`src/rtl/sudoku_input_ctrl.sv`:
```
// Sudoku keyboard-command sequencer: cursor moves, read-check-write of a cell, and the solution checker handshake.
// Optional CURSOR_WRAP_EN: cursor wraps 8<->0 instead of saturating.
module sudoku_input_ctrl (
    input  logic       clk,
    input  logic       reset,
    input  logic       cmd_up,
    input  logic       cmd_down,
    input  logic       cmd_left,
    input  logic       cmd_right,
    input  logic       cmd_enter,
    input  logic [3:0] cmd_number,
    input  logic       cmd_valid,
    output logic [3:0] cursor_row,
    output logic [3:0] cursor_col,
    output logic [6:0] mem_addr,
    output logic       mem_rd,
    input  logic [4:0] mem_rd_data,
    output logic       mem_wr,
    output logic [3:0] mem_wr_data,
    output logic       chk_start,
    input  logic       chk_done,
    input  logic       chk_solved,
    output logic       busy,
    output logic       solved,
    output logic       reject
);

    localparam logic [3:0] MAX_IDX = 4'd8;

    typedef enum logic [2:0] {IDLE, RD, RD_DATA, WR, CHK, CHK_WAIT} state_t;

    state_t state;

    function automatic logic [3:0] step_inc(input logic [3:0] v);
`ifdef CURSOR_WRAP_EN
        return (v >= MAX_IDX) ? 4'd0 : v + 4'd1;
`else
        return (v >= MAX_IDX) ? MAX_IDX : v + 4'd1;
`endif
    endfunction

    function automatic logic [3:0] step_dec(input logic [3:0] v);
`ifdef CURSOR_WRAP_EN
        return (v == 4'd0) ? MAX_IDX : v - 4'd1;
`else
        return (v == 4'd0) ? 4'd0 : v - 4'd1;
`endif
    endfunction

    function automatic logic [6:0] cell_index(input logic [3:0] row, input logic [3:0] col);
        return 7'(row) * 7'd9 + 7'(col);
    endfunction

    logic digit_ok;
    assign digit_ok = (cmd_number != 4'd0) && (cmd_number <= 4'd9);
    assign busy     = (state != IDLE);

    // mem_addr tracks the cursor; the cursor is frozen while busy, so the address holds for the whole access.
    always_ff @(posedge clk) begin
        if (reset) begin
            state       <= IDLE;
            cursor_row  <= 4'd0;
            cursor_col  <= 4'd0;
            mem_addr    <= 7'd0;
            mem_wr_data <= 4'd0;
            mem_rd      <= 1'b0;
            mem_wr      <= 1'b0;
            chk_start   <= 1'b0;
            reject      <= 1'b0;
            solved      <= 1'b0;
        end else begin
            mem_rd    <= 1'b0;
            mem_wr    <= 1'b0;
            chk_start <= 1'b0;
            reject    <= 1'b0;
            case (state)
                IDLE: begin
                    if (cmd_valid) begin
                        if (cmd_up) begin
                            cursor_row <= step_dec(cursor_row);
                            mem_addr   <= cell_index(step_dec(cursor_row), cursor_col);
                        end else if (cmd_down) begin
                            cursor_row <= step_inc(cursor_row);
                            mem_addr   <= cell_index(step_inc(cursor_row), cursor_col);
                        end else if (cmd_left) begin
                            cursor_col <= step_dec(cursor_col);
                            mem_addr   <= cell_index(cursor_row, step_dec(cursor_col));
                        end else if (cmd_right) begin
                            cursor_col <= step_inc(cursor_col);
                            mem_addr   <= cell_index(cursor_row, step_inc(cursor_col));
                        end else if (cmd_enter) begin
                            chk_start <= 1'b1;
                            state     <= CHK;
                        end else if (digit_ok) begin
                            mem_wr_data <= cmd_number;
                            mem_addr    <= cell_index(cursor_row, cursor_col);
                            mem_rd      <= 1'b1;
                            state       <= RD;
                        end
                    end
                end
                RD: state <= RD_DATA;
                RD_DATA: begin
                    // Fixed clue cells and an already-solved board refuse the write.
                    if (mem_rd_data[4] || solved) begin
                        reject <= 1'b1;
                        state  <= IDLE;
                    end else begin
                        mem_wr <= 1'b1;
                        state  <= WR;
                    end
                end
                WR:  state <= IDLE;
                CHK: state <= CHK_WAIT;
                CHK_WAIT: begin
                    if (chk_done) begin
                        solved <= solved | chk_solved;
                        state  <= IDLE;
                    end
                end
                default: state <= IDLE;
            endcase
        end
    end

endmodule
```
`config.mk`:
```
export PLATFORM = sky130hd
export DESIGN_NAME = sudoku_input_ctrl
export DESIGN_NICKNAME = d
export VERILOG_FILES = /design/src/rtl/sudoku_input_ctrl.sv
export SDC_FILE = /design/constraint.sdc
export NUM_CORES = 1
export LEC_CHECK = 0
export ABC_AREA = 1
export CAP_MARGIN = 10
export CORE_MARGIN = 2
export CORE_UTILIZATION = 49
export CTS_BUF_LIST = sky130_fd_sc_hd__clkbuf_16
export CTS_CLUSTER_DIAMETER = 40
export CTS_CLUSTER_SIZE = 24
export DETAILED_ROUTE_END_ITERATION = 6
export PLACE_DENSITY = 0.86
export SLEW_MARGIN = 25
export SYNTH_ARGS = -nofsm -noshare
export SYNTH_HDL_FRONTEND = slang
export SYNTH_SLANG_ARGS = --single-unit
```
`constraint.sdc`:
```
create_clock -name clk -period 3.05 [get_ports clk]
set_input_delay 0.915 -clock clk [delete_from_list [all_inputs] [get_ports clk]]
set_output_delay 0.915 -clock clk [all_outputs]
set_load 0.01 [all_outputs]
```
Yosys cells after proc, flatten, opt, wreduce, memory -nomap -nowiden
Index checks and enable logic that the tools add are counted.

Flip-flop bits (word level): 27. Output and inout bits: 25. Input port bits: 19.

Bitwise operators: 9. Reductions and logical operators: 19. Add/sub/neg operators: 9. $lt $le $gt $ge: 3. Multipliers: 3. Equality and inequality tests: 12. Multiplexer cells: 28.

Operator list (number): 7-bit two-way mux (6); 7-bit by 4-bit adder with 7-bit output (5); 4-bit two-way mux (8); 3-bit two-way mux (8); 4-bit by 4-bit multiplier with 7-bit output (second input constant) (3); 3-bit one-hot mux with 5 select lines (1); 2-bit != test (second input constant) (6); 4-bit by 1-bit adder with 4-bit output (second input constant) (2); 4-bit greater-or-equal comparator (second input constant) (2); 4-bit logical NOT (2); 1-bit inverter (8); 8-bit AND reduction (1); 8-bit OR reduction (1); 4-bit by 1-bit subtractor with 4-bit output (second input constant) (2); 7-bit AND reduction (1); 7-bit OR reduction (1); 3-bit == test (second input constant) (2); 5-bit != test (second input constant) (1); 5-bit AND reduction (1); 5-bit nonzero test (1); 4-bit less-or-equal comparator (second input constant) (1); 1-bit two-way mux (4); 4-bit AND reduction (1); 2-bit nonzero test (2); other kinds (13) (13).

Logic depth before layout (Yosys ltp)
Depth after elaboration: 10. Gate-level depth with buffers: 19. Mapped depth without buffers: 19.

Least setup slack after synthesis
Ideal clock, no wire load.

Path kind: reg-to-reg. Start: register cursor_row[0]. End: register mem_addr[5]. Data required time: 2.980 ns. Path slack: 0.361 ns. Period minus slack after synthesis: 2.689 ns. Buffers on the path: 0. Arrival time: 2.619 ns. Cell stages (with the launch flop): 14. Library setup time: 0.070 ns. Cells stage by stage: dfxtp_1 > inv_1 > ha_1 > or2_2 > a21oi_1 > ha_1 > fa_1 > nand2_1 > nand2_1 > a21oi_1 > o21ai_0 > a21oi_1 > nor2_1 > a21oi_1.

Longest elaborated chain between the ends: 8.

RTL lines: from (decl) (line 13) `output logic [3:0] cursor_row,`; from (signal assigned) (line 80) `cursor_row <= step_dec(cursor_row);`; from (signal assigned) (line 83) `cursor_row <= step_inc(cursor_row);`; parallel branches: the longest is 7 deep, another holds 4-bit by 4-bit multiplier with 7-bit output; 7-bit two-way mux (*) (line 79) `if (cmd_up) begin`; to (signal assigned) (line 81) `mem_addr <= cell_index(step_dec(cursor_row), cursor_col);`; to (signal assigned) (line 84) `mem_addr <= cell_index(step_inc(cursor_row), cursor_col);`; to (signal assigned) (line 87) `mem_addr <= cell_index(cursor_row, step_dec(cursor_col));`; to (decl) (line 15) `output logic [6:0] mem_addr,`.

Every way passes the cells marked *. The select of a mux whose other input is x is not followed. A chain may end at the register's enable or synchronous reset.

Final worst setup path
Start: input cmd_right. End: register mem_addr[4].

Longest elaborated chain between the ends: 4.

RTL lines: from (decl) (line 9) `input logic cmd_right,`; 7-bit two-way mux (line 88) `end else if (cmd_right) begin`; 7-bit two-way mux (line 85) `end else if (cmd_left) begin`; 7-bit two-way mux (line 82) `end else if (cmd_down) begin`; 7-bit two-way mux (line 79).

Parallel ways exist; a longest one is shown, timed or not.

==> flow_summary.json <==
{
  "setup.worst_path.end_class": "flop",
  "worstSkewPairLatency_ns": 0.26,
  "portBuffers": 39,
  "placement.setup.worst_slack_ns": -0.370,
  "setup_violations": 0,
  "overflow": 0,
  "cts_max_path_buffers": 2,
  "hold_slack_ns": 0.463,
  "cts_setup_buffers": 0,
  "grt_first_pass_wirelength_um": 10200,
  "worst_slew_margin_rel": 0.647,
  "worst_ep_arrival_time_ns": 3.11,
  "cts.clk_slew.worst_paths_ns": 0.07,
  "antenna_found_initial": 0,
  "power.density_cell_area_nw_per_um2": 383,
  "final.min_clock_period_ns": 2.91,
  "timing_hold_violations_final": 0,
  "worstHoldPathType": "flop to flop",
  "floorplan.core_area_um2": 4750,
  "finalNetCount": 466,
  "num_antenna_cells": 0,
  "drt_first_pass_iters": 4,
  "final_antenna_net_count": 0,
  "yosys_warnings": 0,
  "synth.top_cells.by_area": "dfxtp_1 22%, ha_1 16%, nand2_1 9.7%",
  "leakagePower_nw": 1.52,
  "place_inst": 474,
  "syn-cell-area_um2": 2430,
  "register_area_um2": 543,
  "critPathRequiredTime_ns": 3.25,
  "floorplan.die.height_um": 74.4,
  "gr_usage_total": 0.233,
  "first_iter_violations": 81,
  "placementRows": 25,
  "worst_setup_start_kind": "primary input",
  "setup_slack_ns": 0.137,
  "max_clock_freq_mhz": 343,
  "synthDistinctLibCells": 33,
  "vdd_ir_drop_max_mv": 0.218,
  "detailed_place_hpwl_um": 4870,
  "drive_above_1_share": 0.141,
  "worst_clock_skew_ns": 0.00309,
  "die_w_um": 74.4,
  "synth.yosys.seq_area_share": 0.222,
  "first_global_vias": 2389,
  "area_delta_synth_final_pct": 29.6,
  "share_of_flip_flops_with_an_asynchronous_set_or_reset_after_synthesis": 0,
  "clockRootBuffer": "clkbuf_16",
  "syn_inst": 350,
  "layout_worst_path_cycle_share": 0.955,
  "pin_count": 44,
  "drt_drc_violations_left": 0,
  "yosys_most_used_dff": "dfxtp_1",
  "synth_enable_flop_cells": 0,
  "grt_max_degree": 19,
  "drv_cap": 0,
  "synth.ff_latch_count": 27,
  "synthesis.area_per_instance_um2": 6.94,
  "yosysMostFrequentCell": "nand2_1",
  "total_clock_buffers_created_by_cts": 3,
  "multi_input_combinational_cell_area_um2": 1650,
  "status": "complete, no violations",
  "wl_per_cell_um": 13.0,
  "timing.final.max_slew_violations": 0,
  "drt_wl_total_um": 6230,
  "filler_cell_count": 431,
  "floorplan.initialDensity": 0.511,
  "post-synth-top-area-cell": "dfxtp_1",
  "cts_htree_levels": 1,
  "routed-via-count": 2529,
  "die_area_um2": 5540,
  "clock_tree_sinks": 27,
  "utilization": 0.662,
  "ctsHoldBuffers": 0,
  "tightest_slew_ns": 0.528,
  "synth.top_cell.area_share": 0.222,
  "gpl.final_weighted_congestion": 0.945,
  "crit_type": "primary input to flop",
  "cts_tree": "yes",
  "final-instance-count-excl-fill": 478,
  "via_per_inst": 5.29,
  "postSynthNetCount": 404,
  "critPathMaxFanout": 3,
  "synth_top_cells_by_count": "63 x nand2_1, 52 x inv_1, 32 x ha_1, 29 x o21ai_0"
}
-- metrics by stage --
step                area, um^2  TNS [ns]  total power [mW]
global route              3150   -0.0157              1.29
detailed placement        3050     -1.76             0.901
CTS                       3130         0              1.20
floorplan                 2430         0             0.721
finish                    3150         0              1.21
global placement          3050     -1.48             0.883
-- flip-flops by register name (all words and copies together) (netlist names) --
register     flops
state            3
cursor_row       4
mem_wr           1
mem_rd           1
chk_start        1
mem_wr_data      4
cursor_col       4
mem_addr         7
solved           1
reject           1
-- power breakdown --
part	leakage, nW	total [mW]	internal [mW]	switching (mW)
Sequential	0.221	0.388	0.373	0.0145
Clock	0.0423	0.298	0.176	0.122
Combinational	1.26	0.521	0.226	0.294
-- final timing paths --
check / end / depth (start not counted) / start / slack, ns
max: mem_addr[4] / 15 / cmd_right / 0.14
min: mem_addr[4] / 2 / mem_addr[4] / 0.46
max reg2reg: mem_addr[6] / 15 / cursor_row[0] / 0.23
min reg2reg: mem_addr[4] / 2 / mem_addr[4] / 0.46
-- cells by family (layout without fill, tap and decap cells) --
| logic type | count (synthesis) | count (layout) | share of synthesized area |
|---|---|---|---|
| flops | 27 | 27 | 0.222 |
| fa+ha+maj | 35 | 35 | 0.189 |
| xor+xnor | 6 | 6 | 0.0216 |
| compound gates | 80 | 80 | 0.182 |
| buf+inv | 63 | 124 | 0.106 |
| simple gates | 139 | 139 | 0.279 |
-- area by class of cell --
type / instances / area share
Timing Repair Buffer: 62 / 0.179
Clock inverter: 1 / 0.00119
Tap cell: 67 / 0.0266
Sequential cell: 27 / 0.172
Inverter: 58 / 0.0715
Multi-Input combinational cell: 260 / 0.525
Clock buffer: 3 / 0.0238
-- per-layer routing --
metal,track usage,part of all wire,vias up
met5,0,0,-
met3,0.0257,0.039,12
li1,-,-,1290
met1,0.295,0.43,1164
met4,0.0595,0.020,0
met2,0.420,0.51,63
-- critical path, cell delays in order --
cell             delay (ns)
clkdlybuf4s50_1        0.52
nor2_4                 0.05
inv_2                  0.05
o21ai_0                0.07
o21ai_0                0.08
o21ai_1                0.11
ha_2                   0.20
fa_2                   0.36
nand3_1                0.10
nand2_1                0.07
a21oi_1                0.11
o21ai_0                0.11
o211ai_1               0.13
nand2_1                0.10
a21oi_1                0.12
-- timing repair --
item / in CTS / in global routing
endpoints found under the setup margin: 4 / 5
gates resized for setup: 2 / 8
pin swaps: 0 / 2
-- cells in the final DEF, fill, tap and decap left out, types with 2 or more instances in the layout --
cell type / Yosys / final
nand2_1: 63 / 63
inv_1: 52 / 53
clkdlybuf4s50_1: 0 / 38
ha_1: 32 / 31
o21ai_0: 29 / 28
a21oi_1: 27 / 27
nor2_1: 27 / 26
dfxtp_1: 27 / 25
nand3_1: 24 / 24
buf_4: 1 / 23
o21ai_1: 7 / 8
a31oi_1: 6 / 5
or2_2: 4 / 4
nor3_1: 4 / 4
nor2_4: 4 / 4
nand4_1: 4 / 4
o211ai_1: 4 / 4
inv_2: 3 / 3
xor2_1: 3 / 3
xnor2_1: 3 / 3
o21ai_2: 3 / 3
nand2_2: 3 / 3
inv_4: 3 / 3
clkbuf_16: 0 / 3
nor2_8: 2 / 2
nor3_4: 2 / 2
fa_1: 3 / 2
dfxtp_2: 0 / 2
Note: power is estimated with default switching activity, not from simulation.
